[src/rtl/serial_digit_adder_pkg.sv]
// rtl/serial_digit_adder_pkg.sv - shared FSM encodings and sizing helper for the digit-serial adder
package adder_defs;

  typedef enum logic [1:0] {
    ST_IDLE = 2'd0,
    ST_BUSY = 2'd1,
    ST_DONE = 2'd2
  } state_t;

  // A single-digit operation still needs one counter bit.
  function automatic int cnt_width(input int n);
    return (n <= 1) ? 1 : $clog2(n);
  endfunction

endpackage

[src/rtl/serial_digit_adder_ripple.sv]
// rtl/serial_digit_adder_ripple.sv - combinational DIGIT-bit ripple-carry adder slice
module digit_ripple_adder #(
  parameter int DIGIT = 4
) (
  input  logic [DIGIT-1:0] x,
  input  logic [DIGIT-1:0] y,
  input  logic             ci,
  output logic [DIGIT-1:0] s,
  output logic             co
);

  logic [DIGIT:0] w_c;

  assign w_c[0] = ci;

  for (genvar i = 0; i < DIGIT; i++) begin : g_fa
    assign s[i]     = x[i] ^ y[i] ^ w_c[i];
    assign w_c[i+1] = (x[i] & y[i]) | (w_c[i] & (x[i] ^ y[i]));
  end

  assign co = w_c[DIGIT];

endmodule

[src/rtl/serial_digit_adder.sv]
// rtl/serial_digit_adder.sv - multi-cycle add/subtract, DIGIT bits per clock, valid/ready on both sides
module serial_digit_adder
  import adder_defs::*;
#(
  parameter int WIDTH = 16,
  parameter int DIGIT = 4
) (
  input  logic             clk,
  input  logic             rst_n,
  input  logic             in_valid,
  output logic             in_ready,
  input  logic [WIDTH-1:0] a,
  input  logic [WIDTH-1:0] b,
  input  logic             cin,
  input  logic             sub,
  output logic             out_valid,
  input  logic             out_ready,
  output logic [WIDTH-1:0] sum,
  output logic             cout,
  output logic             ovf
);

  localparam int NDIG = WIDTH / DIGIT;
  localparam int CW   = cnt_width(NDIG);
  localparam int MSB  = WIDTH - 1;
  localparam logic [CW-1:0] LAST = CW'(NDIG - 1);

  state_t           r_state;
  logic [CW-1:0]    r_cnt;
  logic             r_carry;
  logic [WIDTH-1:0] r_a;
  logic [WIDTH-1:0] r_b;
  logic [WIDTH-1:0] r_sum;
  logic             r_in_ready;
  logic             r_out_valid;
  logic             r_cout;
  logic             r_ovf;

  logic [DIGIT-1:0] w_x;
  logic [DIGIT-1:0] w_y;
  logic [DIGIT-1:0] w_s;
  logic             w_co;

  assign w_x = r_a[int'(r_cnt)*DIGIT +: DIGIT];
  assign w_y = r_b[int'(r_cnt)*DIGIT +: DIGIT];

  digit_ripple_adder #(.DIGIT(DIGIT)) u_ripple (
    .x  (w_x),
    .y  (w_y),
    .ci (r_carry),
    .s  (w_s),
    .co (w_co)
  );

  // Subtraction is a + ~b + ~cin, so b and cin are inverted once at capture.
  always_ff @(posedge clk or negedge rst_n) begin
    if (!rst_n) begin
      r_state     <= ST_IDLE;
      r_cnt       <= '0;
      r_carry     <= 1'b0;
      r_a         <= '0;
      r_b         <= '0;
      r_sum       <= '0;
      r_in_ready  <= 1'b1;
      r_out_valid <= 1'b0;
      r_cout      <= 1'b0;
      r_ovf       <= 1'b0;
    end else begin
      case (r_state)
        ST_IDLE: begin
          if (in_valid && r_in_ready) begin
            r_a        <= a;
            r_b        <= sub ? ~b : b;
            r_carry    <= sub ? ~cin : cin;
            r_cnt      <= '0;
            r_in_ready <= 1'b0;
            r_state    <= ST_BUSY;
          end
        end
        ST_BUSY: begin
          r_sum[int'(r_cnt)*DIGIT +: DIGIT] <= w_s;
          r_carry <= w_co;
          if (r_cnt == LAST) begin
            // The top bit of the last digit is the result MSB.
            r_cout      <= w_co;
            r_ovf       <= (r_a[MSB] == r_b[MSB]) && (w_s[DIGIT-1] != r_a[MSB]);
            r_out_valid <= 1'b1;
            r_state     <= ST_DONE;
          end else begin
            r_cnt <= r_cnt + CW'(1);
          end
        end
        ST_DONE: begin
          if (out_ready) begin
            r_out_valid <= 1'b0;
            r_in_ready  <= 1'b1;
            r_state     <= ST_IDLE;
          end
        end
        default: begin
          r_state <= ST_IDLE;
        end
      endcase
    end
  end

  assign in_ready  = r_in_ready;
  assign out_valid = r_out_valid;
  assign sum       = r_sum;
  assign cout      = r_cout;
  assign ovf       = r_ovf;

endmodule

[config.mk]
export PLATFORM = sky130hd
export DESIGN_NAME = serial_digit_adder
export DESIGN_NICKNAME = d
export VERILOG_FILES = /design/src/rtl/serial_digit_adder_pkg.sv /design/src/rtl/serial_digit_adder_ripple.sv /design/src/rtl/serial_digit_adder.sv
export SDC_FILE = /design/constraint.sdc
export NUM_CORES = 1
export LEC_CHECK = 0
export CAP_MARGIN = 25
export CELL_PAD_IN_SITES_DETAIL_PLACEMENT = 1
export CELL_PAD_IN_SITES_GLOBAL_PLACEMENT = 2
export CORE_UTILIZATION = 37
export CTS_BUF_LIST = sky130_fd_sc_hd__clkbuf_16
export DETAILED_ROUTE_END_ITERATION = 8
export GPL_ROUTABILITY_DRIVEN = 1
export PLACE_DENSITY = 0.88
export SLEW_MARGIN = 20
export SYNTH_ARGS = -nofsm -noshare
export SYNTH_HDL_FRONTEND = slang
export SYNTH_HIERARCHICAL = 1
export SYNTH_SLANG_ARGS = --single-unit
export TNS_END_PERCENT = 10
[constraint.sdc]
create_clock -name clk -period 6.6 [get_ports clk]
set_clock_uncertainty 0.15 [all_clocks]
set_input_delay 0.99 -clock clk [delete_from_list [all_inputs] [get_ports clk]]
set_output_delay 0.99 -clock clk [all_outputs]
set_load 0.02 [all_outputs]
==> flow_summary_export.csv, run 1 <==
group,metric,value,unit
status,status,"finished, final reports clean",
routing,firstDrtPassIters,4,
worst_setup_path,r2r-end,"ovf$_DFFE_PN0P_",
synthesis,syn_area,2800,µm²
clocking,clk_latency,0.33,ns
clocking,cts_tree,"yes",
global_routing,grt_max_degree,58,
finish,multi_input_area,1220,µm²
die,start_util,38.4,%
pwr,p_int,0.00121,W
worst_setup_path,crit_path_end_kind,"register",
timing,slew_viol_final,0,
finish,register_area,1430,µm²
pwr,comb_power_share,41.8,%
worst_setup_path,regToRegSetupSlack,2.70,ns
finish,layout-drive-gt1-share,13.0,%
die,core_area,7290,µm²
finish,nets,319,
pwr,switching_share,38.1,%
clocking,clock_sinks,57,
finish,fillers,782,
synthesis,syn_inst,213,
timing,fin_crit_sh,59.1,%
pwr,power.net_switching,0.000743,W
synthesis,synth_cell_type_count,30,
global_routing,first_global_vias,2041,
place,routabilityCongestion,0.750,
routing,ant_nets,0,
place,placed_area,3420,µm²
synthesis,synth_seq_cells,57,
global_routing,antenna_found_initial,0,
worst_setup_path,crit_path_top_delay_cell,"dfrtp_1",
run,maxCapViolCount,0,
clocking,cts_resized,0,
worst_hold_path,min_to,"r_a[3]$_DFFE_PN0P_",
pwr,powerDensity,522,nW/µm²
timing,fmax,257,MHz
timing,fin_tns_setup,0,ns
routing,drt_iter0_drc,95,
clocking,post_cts_buffers,0,
global_routing,grt_usage,19.5,%
finish,diodes,0,
synthesis,yosysSeqAreaShare,51.0,%
die,die_w,89.0,µm
clocking,clock_tree.htree_level_count,3,
routing,vias,1857,
worst_setup_path,path_class,"register to register",
routing,routedWlPerCell,17.4,µm
worst_setup_path,cp-start-kind,"register",
finish,area_growth,33.4,%
synthesis,synth.net_count,260,
pwr,p_seq_share,33.1,%
pwr,p_leak,1.58,nW
global_routing,overflow,0,
routing,wirelength,6.55,mm
timing,fin_crit,3.90,ns
timing,rsz0062_at_grt,"false",
finish,finalInstanceArea,3730,µm²
routing,avgViaCountPerCell,4.94,
place,io_buffers,57,
worst_setup_path,crit_arrival,3.99,ns
global_routing,grt_pass1_wl,10.9,mm
die,dieArea,7910,µm²
die,die_h,89.0,µm
worst_setup_path,cp_max_fo,14,
timing,finalHoldViolCount,0,
pwr,ir_drop,0.177,mV
worst_setup_path,worstPathRequired,6.70,ns
pwr,clkPwrFrac,25.1,%
timing,relSlewSlack,40.6,%
clocking,cts_root_buffer,"clkbuf_16",
clocking,clkTransAtPathRegs,0.05,ns
worst_hold_path,worstHoldStart,"r_a[3]$_DFFE_PN0P_",
synthesis,yosysWarnings,6,
timing,setup_slack,2.70,ns
routing,drc,0,
worst_setup_path,path_cells,"mux4_2 > fa_1 > inv_1 > fa_1 > inv_1 > fa_1 > inv_1 > fa_1 > inv_1 > nor3b_1 > a21oi_1 > o21ai_0",
die,io_pins,58,
timing,worst_slew_pin_slew,0.888,ns
worst_hold_path,min_path_type,"register to register",
die,rows,31,
worst_setup_path,cpPeakStageDelay,0.88,ns
timing,finalSetupViolations,0,
worst_setup_path,timing.rr.start,"r_cnt[0]$_DFFE_PN0P_",
synthesis,avgSynthCellArea,13.1,µm²
place,pre_cts_ws,2.65,ns
clocking,ctsHoldBuffers,0,
clocking,cts_max_path_buffers,2,
worst_hold_path,holdPathStages,1,
clocking,cts_inserted_buffers,9,
worst_setup_path,r2r_cells,12,
place,dp_hpwl,4.40,mm
[worst max-delay path by stage]
| stage | start | slack (ns) | endpoint |
|---|---|---|---|
| 2_1_floorplan | r_cnt[0]$_DFFE_PN0P_ | 3.22 | ovf$_DFFE_PN0P_ |
| 3_3_place_gp | r_cnt[0]$_DFFE_PN0P_ | 2.87 | ovf$_DFFE_PN0P_ |
| 3_5_place_dp | r_cnt[0]$_DFFE_PN0P_ | 2.65 | ovf$_DFFE_PN0P_ |
| 4_1_cts | r_cnt[0]$_DFFE_PN0P_ | 2.65 | ovf$_DFFE_PN0P_ |
| 5_1_grt | r_cnt[0]$_DFFE_PN0P_ | 2.38 | ovf$_DFFE_PN0P_ |
| 6_report | r_cnt[0]$_DFFE_PN0P_ | 2.70 | ovf$_DFFE_PN0P_ |
[flip-flops by register name (all words and copies together) (netlist names)]
signal and cells:
in_ready 1, r_cnt 2, r_b 16, out_valid 1, r_state 2, sum 16, cout 1, r_a 16
ovf 1, r_carry 1
[final cells by class]
type / instances / share of cell area [%]
clock buffers: 9 / 6.04
multi-input cells: 128 / 32.8
repair buffers: 59 / 15.6
clock inverters: 7 / 2.28
flip-flops and latches: 57 / 38.3
inverters: 17 / 1.71
well taps: 99 / 3.32
[critical path: cells and delay by family, from the launching register on]
kind                       cells  cell delay, ns
adders and majority gates      4            1.34
DFF                            1            0.88
muxes                          1            0.62
buffers and inverters          4            0.39
and+or+nand+nor                1            0.22
AOI/OAI and AO/OA              2            0.22
[Yosys cell counts]
master    count  share of area, %
o21ai_0       5              0.89
xnor2_1      17               5.3
dfstp_2       1              0.94
mux2_2        2              0.80
buf_4         6               1.6
nor4b_4       2               1.7
nand3b_2      3               1.2
nor2_1       17               2.3
buf_12        1              0.72
nor2b_1       1              0.22
a211o_1       1              0.31
nor4_4        2               1.5
nand3b_1      1              0.27
mux2_1       16               6.4
nand2_1       2              0.27
a21oi_1      19               3.4
inv_1        17               2.3
a22o_1       17               5.3
nor3b_1       2              0.54
nand2b_1      1              0.22
nor4bb_1      1              0.36
fa_1          4               2.9
o31ai_1       1              0.27
buf_6         2              0.80
dfrtp_1      56                50
ha_1          5               2.2
o311a_1       1              0.36
mux4_2        8               6.4
buf_2         1              0.18
clkbuf_1      1              0.13
[logic make-up (layout without fill, tap and decap cells)]
logic type                 Yosys count  count (layout)  synth area share, %
and+or+nand+nor                     32              32                 8.59
DFF                                 57              57                 51.0
muxes                               26              26                 13.7
xor gates and xnor gates            17              17                 5.32
buffers and inverters               28              92                 5.72
AOI/OAI and AO/OA                   44              44                 10.6
adders and majority gates            9               9                 5.10
[cells in the final DEF, fill, tap and decap left out, types with 3 or more instances in the layout]
master and n:
a21oi_1 19, a22o_1 17, clkbuf_16 9, clkdlybuf4s50_1 56, dfrtp_1 56, fa_1 4, ha_1 5, inv_1 17
mux2_1 16, mux4_2 8, nand3b_2 3, nor2_1 17, o21ai_0 5, xnor2_1 17
[layer usage]
layer | vias to the layer above | GRT usage, % | share of wire, %
li1 | 870 | - | -
met1 | 928 | 23.6 | 42
met2 | 50 | 33.4 | 52
met3 | 9 | 4.34 | 3.9
met4 | 0 | 9.09 | 1.6
met5 | - | 0 | 0
[per-stage QoR]
step | std cells | utilization, % | power [W] | hold slack [ns]
floorplan | 213 | - | 0.00116 | 0.302
global placement | 360 | 46.9 | 0.00141 | 0.317
detailed placement | 360 | 46.9 | 0.00146 | 0.326
CTS | 376 | 51.2 | 0.00198 | 0.351
global route | 376 | 51.2 | 0.00208 | 0.359
finish | 376 | 51.2 | 0.00195 | 0.345
[power by group through the flow]
stage                     logic, W  clock network, W  registers, W
after floorplan           0.000539                 0      0.000618
after global placement    0.000769                 0      0.000637
after detailed placement  0.000813                 0      0.000650
after CTS                 0.000831          0.000499      0.000649
after global routing      0.000905          0.000511      0.000666
final                     0.000816          0.000489      0.000645
(Power assumes the default switching activity.)
==> run 2, diff against run 1 <==
--- a/config.mk
+++ b/config.mk
@@ -8,11 +8,11 @@
 export CAP_MARGIN = 25
 export CELL_PAD_IN_SITES_DETAIL_PLACEMENT = 1
 export CELL_PAD_IN_SITES_GLOBAL_PLACEMENT = 2
-export CORE_UTILIZATION = 37
+export CORE_UTILIZATION = 31
 export CTS_BUF_LIST = sky130_fd_sc_hd__clkbuf_16
 export DETAILED_ROUTE_END_ITERATION = 8
 export GPL_ROUTABILITY_DRIVEN = 1
-export PLACE_DENSITY = 0.88
+export PLACE_DENSITY = 0.79
 export SLEW_MARGIN = 20
 export SYNTH_ARGS = -nofsm -noshare
 export SYNTH_HDL_FRONTEND = slang
==> constraint.sdc (replaced) <==
create_clock -name clk -period 3.2 [get_ports clk]
set_clock_uncertainty 0.15 [all_clocks]
set_input_delay 0.48 -clock clk [delete_from_list [all_inputs] [get_ports clk]]
set_output_delay 0.48 -clock clk [all_outputs]
set_load 0.02 [all_outputs]
==> run 2 against run 1 <==
Compared with the run above:
- utilization is 7.8 points lower
- sequential cell count unchanged
- sequential power up 94%
- clock power rose by 66%
- die area up 19%
- non-clock buffer count is 8 higher
- routed wire length fell by 5.0%
- power rose by 100%
- combinational power is 130% higher
- global-route usage is 5.0 points lower
==> flow_summary_export.csv, run 2 (synthesized netlist as in run 1, its figures left out) <==
group,metric,value,unit
worst_setup_path,crit_arrival,3.19,ns
timing,fmax,323,MHz
place,io_buffers,57,
place,dp_hpwl,4.58,mm
worst_setup_path,cp_max_fo,4,
finish,layout_common_cells,"56 x clkdlybuf4s50_1, 55 x dfrtp_1, 19 x a21oi_1",
global_routing,overflow,0,
timing,fin_tns_setup,0,ns
pwr,p_leak,1.61,nW
clocking,cts_max_path_buffers,2,
global_routing,grt_usage,14.5,%
finish,multi_input_area,1230,µm²
worst_setup_path,r2r-end,"ovf$_DFFE_PN0P_",
routing,ant_nets,0,
timing,relSlewSlack,69.0,%
die,rows,34,
global_routing,first_global_vias,2106,
worst_hold_path,worstHoldStart,"r_a[10]$_DFFE_PN0P_",
place,pre_cts_ws,0.0461,ns
clocking,cts_tree,"yes",
die,die_h,97,µm
finish,fillers,934,
worst_setup_path,path_class,"register to register",
die,start_util,32.1,%
clocking,clk_latency,0.32,ns
timing,finalSetupViolations,0,
timing,worst_slew_pin_slew,0.465,ns
finish,final_cells,393,
worst_hold_path,holdPathStages,1,
clocking,cts_root_buffer,"clkbuf_16",
clocking,cts_inserted_buffers,9,
routing,vias,1877,
clocking,clock_sinks,57,
routing,routedWlPerCell,15.8,µm
worst_setup_path,r2r_cells,12,
finish,final_core_util,43.4,%
finish,layout-drive-gt1-share,16.8,%
finish,layout_commonest_cell,"clkdlybuf4s50_1",
timing,whs,0.330,ns
die,dieArea,9410,µm²
routing,wirelength,6.22,mm
worst_setup_path,worstPathRequired,3.29,ns
status,status,"finished, final reports clean",
place,dp.cells,375,
timing,finalHoldViolCount,0,
pwr,powerDensity,1040,nW/µm²
timing,fin_crit,3.10,ns
timing,fin_crit_sh,96.8,%
worst_setup_path,crit_path_end_kind,"register",
die,io_pins,58,
clocking,clock_tree.htree_level_count,3,
routing,drt_iter0_drc,29,
finish,nets,327,
die,die_w,97,µm
worst_setup_path,startpoint,"r_cnt[0]$_DFFE_PN0P_",
routing,avgViaCountPerCell,4.78,
worst_hold_path,min_path_type,"register to register",
worst_setup_path,cp-start-kind,"register",
die,core_area,8720,µm²
finish,diodes,0,
place,routabilityCongestion,0.746,
worst_setup_path,timing.rr.start,"r_cnt[0]$_DFFE_PN0P_",
routing,firstDrtPassIters,4,
global_routing,antenna_found_initial,0,
global_routing,grt_pass1_wl,10.6,mm
pwr,ir_drop,0.375,mV
finish,register_area,1430,µm²
run,maxCapViolCount,0,
clocking,clkTransAtPathRegs,0.05,ns
worst_setup_path,regToRegSetupSlack,0.10,ns
routing,drc,0,
timing,slew_viol_final,0,
timing,setup_slack,0.103,ns
global_routing,grt_max_degree,52,
worst_hold_path,min_to,"r_a[10]$_DFFE_PN0P_",
finish,area_growth,35.3,%
==> run 2: cell count changes in the layout (fill, tap and decap cells not counted), moves of 2 or more <==
cell / before / now
bufinv_16: 2 / 0
buf_12: 0 / 2
buf_4: 2 / 7
inv_2: 0 / 3
fa_2: 0 / 2
fa_1: 4 / 2
==> run 2: routing by layer <==
layer / wire (µm) / vias to the layer above / share of wire [%] / track usage, %
li1: - / 887 / - / -
met1: 2740 / 930 / 44 / 18.0
met2: 3120 / 48 / 50 / 23.7
met3: 228 / 12 / 3.7 / 3.68
met4: 131 / 0 / 2.1 / 6.89
met5: 0 / - / 0 / 0
==> run 2: what timing repair did <==
item	CTS	global route
endpoints found under the setup margin	0	1
gates resized for setup	0	3
endpoints found under the hold margin	0	15
buffers inserted	0	0
hold buffers	0	1
==> run 2: stage by stage <==
stage | power, W | instance area (µm²)
global placement | 0.00307 | 3500
finish | 0.00393 | 3790
CTS | 0.00399 | 3750
detailed placement | 0.00316 | 3500
floorplan | 0.00244 | 2810
global route | 0.00424 | 3790
==> run 2: area by class of cell <==
| type | count | area share [%] |
|---|---|---|
| clock buffer | 9 | 5.95 |
| clock inverter | 7 | 0.793 |
| inverter | 17 | 1.69 |
| multi-input combinational | 128 | 32.6 |
| sequential | 57 | 37.7 |
| tap | 108 | 3.57 |
| timing repair buffer | 67 | 17.6 |
==> run 2: worst max path at each step <==
stage,endpoint,slack [ns],cells after the start
after floorplan,ovf$_DFFE_PN0P_,0.02,13
after global routing,ovf$_DFFE_PN0P_,-0.03,12
after global placement,ovf$_DFFE_PN0P_,0.18,12
after detailed placement,ovf$_DFFE_PN0P_,0.05,12
final,ovf$_DFFE_PN0P_,0.10,12
after CTS,ovf$_DFFE_PN0P_,0.03,12
==> run 2: where the power goes <==
group | switching (W) | internal [W] | leakage [nW]
Clock | 0.000308 | 0.000506 | 0.136
Combinational | 0.000955 | 0.000915 | 0.762
Sequential | 0.000217 | 0.00103 | 0.712
==> run 2: worst max-delay path, stage by stage, from the launching register on <==
cell and delay [ns]:
dfrtp_2 0.40, mux4_2 0.53, fa_2 0.40, inv_2 0.06, fa_1 0.16, inv_1 0.05, fa_2 0.33, inv_2 0.06
fa_1 0.41, inv_2 0.08, nor3b_2 0.17, a21oi_1 0.06, o21ai_1 0.17
